**src/rtl/key_entry_fsm.sv**
```systemverilog
// key_entry_fsm: debounces a held keypad code and edits a 4-digit BCD entry with backspace/enter/clear.
module key_entry_fsm #(
   parameter int unsigned STABLE_CYCLES = 2_000_000
) (
   input  logic        clk_100MHz,
   input  logic        rst_n,
   input  logic [3:0]  key_code,
   output logic [15:0] entry,
   output logic [2:0]  digit_count,
   output logic [15:0] value,
   output logic        value_valid,
   output logic        key_err
);
   typedef enum logic [1:0] {ARM, IDLE, DEBOUNCE, COMMIT} state_t;
   localparam logic [21:0] LAST = 22'(STABLE_CYCLES - 1);
   state_t      state_q;
   logic [3:0]  last_key_q, cand_q;
   logic [21:0] cnt_q;
   logic [15:0] entry_q, value_q;
   logic [2:0]  count_q;
   logic        value_valid_q, key_err_q;
   assign entry       = entry_q;
   assign digit_count = count_q;
   assign value       = value_q;
   assign value_valid = value_valid_q;
   assign key_err     = key_err_q;
   always_ff @(posedge clk_100MHz or negedge rst_n) begin
      if (!rst_n) begin
         state_q       <= ARM;
         last_key_q    <= 4'h0;
         cand_q        <= 4'h0;
         cnt_q         <= '0;
         entry_q       <= '0;
         value_q       <= '0;
         count_q       <= '0;
         value_valid_q <= 1'b0;
         key_err_q     <= 1'b0;
      end else begin
         value_valid_q <= 1'b0;
         key_err_q     <= 1'b0;
         case (state_q)
            // ARM only establishes a baseline key; it never acts on it
            ARM: begin
               if (key_code != cand_q) begin
                  cand_q <= key_code;
                  cnt_q  <= '0;
               end else if (cnt_q == LAST) begin
                  last_key_q <= cand_q;
                  state_q    <= IDLE;
               end else begin
                  cnt_q <= cnt_q + 22'd1;
               end
            end
            IDLE: begin
               if (key_code != last_key_q) begin
                  cand_q  <= key_code;
                  cnt_q   <= '0;
                  state_q <= DEBOUNCE;
               end
            end
            DEBOUNCE: begin
               if (key_code == cand_q) begin
                  cnt_q <= cnt_q + 22'd1;
                  if (cnt_q == LAST) state_q <= COMMIT;
               end else if (key_code == last_key_q) begin
                  state_q <= IDLE;
               end else begin
                  cand_q <= key_code;
                  cnt_q  <= '0;
               end
            end
            COMMIT: begin
               last_key_q <= cand_q;
               state_q    <= IDLE;
               if (cand_q <= 4'd9) begin
                  if (count_q < 3'd4) begin
                     entry_q <= {entry_q[11:0], cand_q};
                     count_q <= count_q + 3'd1;
                  end else begin
                     key_err_q <= 1'b1;
                  end
               end else if (cand_q == 4'hD) begin
                  if (count_q != 3'd0) begin
                     entry_q <= {4'h0, entry_q[15:4]};
                     count_q <= count_q - 3'd1;
                  end
               end else if (cand_q == 4'hE) begin
                  if (count_q != 3'd0) begin
                     value_q       <= entry_q;
                     value_valid_q <= 1'b1;
                     entry_q       <= '0;
                     count_q       <= '0;
                  end else begin
                     key_err_q <= 1'b1;
                  end
               end else if (cand_q == 4'hF) begin
                  entry_q <= '0;
                  count_q <= '0;
               end else begin
                  key_err_q <= 1'b1;
               end
            end
            default: state_q <= ARM;
         endcase
      end
   end
endmodule

```
**config.mk**
```make
export PLATFORM = sky130hd
export DESIGN_NAME = key_entry_fsm
export DESIGN_NICKNAME = d
export VERILOG_FILES = /design/src/rtl/key_entry_fsm.sv
export SDC_FILE = /design/constraint.sdc
export NUM_CORES = 1
export LEC_CHECK = 0
export BUFFER_PORTS_ARGS = -buffer_cell sky130_fd_sc_hd__buf_2
export CORE_UTILIZATION = 40
export CTS_BUF_LIST = sky130_fd_sc_hd__clkbuf_2 sky130_fd_sc_hd__clkbuf_4 sky130_fd_sc_hd__clkbuf_8
export CTS_CLUSTER_DIAMETER = 80
export CTS_CLUSTER_SIZE = 20
export DETAILED_ROUTE_END_ITERATION = 12
export GPL_ROUTABILITY_DRIVEN = 1
export PLACE_DENSITY = 0.69
export SETUP_SLACK_MARGIN = 0.15
export SLEW_MARGIN = 5
export SYNTH_ARGS = -nofsm -noshare
export SYNTH_HDL_FRONTEND = slang
export SYNTH_SLANG_ARGS = --single-unit
```
**constraint.sdc**
```tcl
create_clock -name clk_100MHz -period 2.68 [get_ports clk_100MHz]
set_input_delay 0.134 -clock clk_100MHz [delete_from_list [all_inputs] [get_ports clk_100MHz]]
set_output_delay 0.134 -clock clk_100MHz [all_outputs]
set_load 0.1 [all_outputs]
```
==> results.md <==
- For this run, the number of Yosys warnings is 0.
- The post-synthesis to final-layout area growth is 13.4%.
- STA classifies the critical path endpoint as a flip-flop.
- The number of design-rule violations left by the first detailed-router iteration is 96.
- The synthesized design contains 0 enable-type register cells.
- In this run the static leakage power is 2.05 nW.
- The number of buffers on the longest clock path is 2.
- Clock-pin slew was measured on the worst setup and hold paths at 0.08 ns.
- The die footprint is 9790 um2.
- Counting flops with an async set or reset pin after synthesis yields a share of 100%.
- For this run, the share of the core covered by cells in the final layout is 46.5%.
- For this block, the routed nets add up to 7970 um of wire.
- In this run the worst path has a maximum fanout of 18.
- The number of pins with negative max-slew slack in the final report is 0.
- The flow ran to the end, and the final reports show no timing, DRC or antenna violations.
- Once the clock tree was built, the resizer swapped 0 gates to a different size.
- The worst register-to-register path begins at state_q[0].
- The depth of the worst hold-timing path is 2.
- The final-stage net count is 397.
- Buffers added to address setup during post-CTS repair amount to 0.
- The H-tree level count is 3.
- In this run the worst hold path is classified as in -> reg.
- The worst reg2reg path depth is 6.
- The via count of the first global-routing pass was 2833.
- Setup repair after global routing left no endpoint under its margin.
- The number of failing hold endpoints at the final stage is 0.
- The largest net degree at the start of global routing is 41.
- Measured along the y axis, the die boundary spans 98.9 um.
- For the pin with the worst max-slew slack, the measured transition is 0.975 ns.
- The combined global-route utilization of all metal layers is 18.3%.
- The pre-antenna-repair detailed-routing pass consisted of 4 iterations.
- Setup violations remaining at the end of the flow were counted as 0.
- The core region is 9150 um2.
- The fraction of post-synthesis cell area in the top cell type by area is 46.0%.
- The startpoint identified for the worst hold timing path is key_code[0].
- The worst path needs 2.22 ns of the cycle, external delays included.
- The critical path data required time is 2.96 ns.
- The remaining global-route overflow is 0.
- The number of nets with antenna violations after routing is 0.
- The HPWL after detailed placement is 5590 um.
- The most common flop cell mapped by yosys is sky130_fd_sc_hd__dfrtp_1.
- The worst hold path terminates at cand_q[0].
- Summed over all instances, the cell type with the most area after synthesis is sky130_fd_sc_hd__dfrtp_1.
- The root buffer cell is sky130_fd_sc_hd__clkbuf_8.
- In this run, distinct cell masters in the synthesized netlist total 60.
- At the end of routability-driven placement, the weighted congestion stood at 0.819.
- Between clock sinks in the finished design, the worst skew comes to 0.0155 ns.
- The count of state elements after synthesis is 69.
- The global-route wire length before repair is 14000 um.
- The floorplan step set the die width to 98.9 um.
- The via count of the routed design is 2828.
- The total of hold buffers inserted after clock tree synthesis is 1.
- The DRC violations left is 0.
- The critical setup path kind is reg -> reg.
- The number of clock sinks is 69.
- Once placement finished, the instance area stood at 4060 um2.
- The number of rows in the core area is 35.
- The power per standard cell area is 1170 nW/um2.
- Across the run, the number of max-cap violations was 0.
- In this run, CTS created clock tree buffers numbering 9.
- The part of the Yosys area used for sequential elements is 46.0%.
- The number of antenna violations at the first check in global routing is 0.
- The net count after synthesis is 348.
- The CTS tree is yes.
- Data on the critical path arrives at its endpoint at 2.50 ns.
- The count of buffers inserted at the top-level ports is 42.
- Of the available clock period, the critical path in the final layout requires 82.8%.
- The maximum clock frequency is 0.451 GHz.
- The number of inserted diodes is 0.
- Pin placement for this block handled 43 I/O pins.
- Of the cells placed in the final design, the portion with a size suffix greater than 1 is 30.8%.
- The headroom to the max-slew limit is 34.8%.
- The register-to-register setup slack is 0.46 ns.
- For the final routed database, the setup TNS stands at 0 ns.
- The capturing point of the worst reg2reg path is cnt_q[18].
- Clock latency on the worst-skew pair, taken at its later pin, is 0.35 ns.
- Synthesis produced 333 cells.
- The summed instance area of the synthesized netlist is 3760 um2.
- By area the synthesized netlist is led by sky130_fd_sc_hd__dfrtp_1 (46%), sky130_fd_sc_hd__mux2_2 (9.0%), sky130_fd_sc_hd__o22a_1 (3.0%), sky130_fd_sc_hd__ha_1 (3.0%), sky130_fd_sc_hd__mux2i_1 (2.7%).
- The post-route cell area is 4260 um2.
- The fill cell instance count of the final layout is 844.
- The worst IR drop on VDD is 1.13 mV.
- Dividing the detail-routed via count by the number of cells gives 5.69.
- The design draws 5.00 mW.
- The average instance in the mapped netlist occupies 11.3 um2.
- The kind of start point of the critical path is a flip-flop.
- The initial cell density of the core is 41.1%.
- After detailed routing, the average wire length per cell comes to 16.0 um.
==> metal layers <==
layer	GRT usage, %	routed length, um	vias up	part of all wire [%]
met3	5.74	409	14	5.1
met2	30.2	3800	80	48
met4	6.54	132	0	1.7
met1	22.5	3630	1394	46
met5	0	0	-	0
li1	-	-	1340	-
==> worst max path at each step <==
stage	start	endpoint	slack, ns	depth (start not counted)
global placement	digit_count[0]	entry[11]	0.56	7
finish	state_q[0]	cnt_q[18]	0.46	6
CTS	state_q[0]	cnt_q[15]	0.46	6
detailed placement	digit_count[0]	entry[11]	0.49	7
floorplan	digit_count[2]	entry[10]	0.32	6
global route	state_q[0]	cnt_q[18]	0.27	6
==> cells by family after synthesis <==
| kind of cell | synth area share, % |
|---|---|
| AO/OA/AOI/OAI | 15.0 |
| XOR/XNOR | 1.86 |
| adder cells (fa/ha/maj) | 3.00 |
| buffers and inverters | 4.76 |
| flip-flops | 46.0 |
| multiplexers | 12.6 |
| AND/OR/NAND/NOR | 16.9 |
==> power breakdown <==
group / switching, mW / total (mW) / internal [mW]
Combinational: 1.96 / 2.61 / 0.648
Clock: 0.409 / 0.833 / 0.424
Sequential: 0.262 / 1.56 / 1.30
==> critical path: stages, from the launching register on <==
cell                       delay [ns]
sky130_fd_sc_hd__dfrtp_1         0.41
sky130_fd_sc_hd__inv_1           0.09
sky130_fd_sc_hd__ha_1            0.31
sky130_fd_sc_hd__nor2b_1         0.16
sky130_fd_sc_hd__a2111o_1        0.64
sky130_fd_sc_hd__nor4_1          0.37
sky130_fd_sc_hd__o22a_1          0.17
==> through the flow <==
step	std cells	hold slack [ns]	worst slack, ns
global route	497	0.0606	0.274
CTS	497	0.0641	0.456
finish	497	0.0812	0.462
floorplan	333	-0.162	0.321
global placement	481	0.300	0.563
detailed placement	481	0.305	0.488
==> synthesized netlist by cell type, types with 5 or more instances <==
library cell and n:
sky130_fd_sc_hd__inv_1 15, sky130_fd_sc_hd__nand3_1 10, sky130_fd_sc_hd__a22o_1 11, sky130_fd_sc_hd__o21ai_1 6, sky130_fd_sc_hd__mux2i_1 10, sky130_fd_sc_hd__o21ai_0 16
sky130_fd_sc_hd__nor2_1 11, sky130_fd_sc_hd__buf_6 7, sky130_fd_sc_hd__nand2b_1 5, sky130_fd_sc_hd__ha_1 9, sky130_fd_sc_hd__nand2_1 19, sky130_fd_sc_hd__a21oi_1 5
sky130_fd_sc_hd__dfrtp_1 69, sky130_fd_sc_hd__mux2_2 30, sky130_fd_sc_hd__nor3b_1 5, sky130_fd_sc_hd__and3_1 5, sky130_fd_sc_hd__nor3_1 12, sky130_fd_sc_hd__o22a_1 13
==> cell usage in the layout (no fill, tap or decap), types with 4 or more instances in the layout <==
master / count
sky130_fd_sc_hd__nand4_1: 4
sky130_fd_sc_hd__mux2_2: 30
sky130_fd_sc_hd__a21oi_1: 5
sky130_fd_sc_hd__o21ai_1: 6
sky130_fd_sc_hd__nor2_1: 11
sky130_fd_sc_hd__dfrtp_1: 67
sky130_fd_sc_hd__ha_1: 9
sky130_fd_sc_hd__o21ai_0: 16
sky130_fd_sc_hd__inv_1: 15
sky130_fd_sc_hd__nor4_1: 4
sky130_fd_sc_hd__buf_2: 42
sky130_fd_sc_hd__nand2_1: 19
sky130_fd_sc_hd__xnor2_1: 4
sky130_fd_sc_hd__clkbuf_8: 9
sky130_fd_sc_hd__nand3_1: 10
sky130_fd_sc_hd__a21bo_2: 4
sky130_fd_sc_hd__o22a_1: 13
sky130_fd_sc_hd__a22o_1: 11
sky130_fd_sc_hd__nand2b_1: 5
sky130_fd_sc_hd__and3_1: 5
sky130_fd_sc_hd__buf_4: 10
sky130_fd_sc_hd__nor3_1: 12
sky130_fd_sc_hd__mux2i_1: 10
sky130_fd_sc_hd__nor3b_1: 5
sky130_fd_sc_hd__xor2_1: 4
==> sequential cells by signal, indices dropped and copies added, names as in the netlist <==
| signal | count |
|---|---|
| cnt_q | 22 |
| entry | 16 |
| value | 16 |
| cand_q | 4 |
| last_key_q | 4 |
| digit_count | 3 |
| state_q | 2 |
| key_err | 1 |
| value_valid | 1 |
==> final cells by class <==
class / count / area, um2 / area share [%]
Clock inverter: 6 / 65.1 / 1.53
Timing Repair Buffer: 53 / 295 / 6.93
Sequential cell: 69 / 1730 / 40.6
Tap cell: 111 / 139 / 3.26
Inverter: 15 / 56.3 / 1.32
Multi-Input combinational cell: 234 / 1850 / 43.5
Clock buffer: 9 / 124 / 2.91
Power figures use the tool's default switching activity.
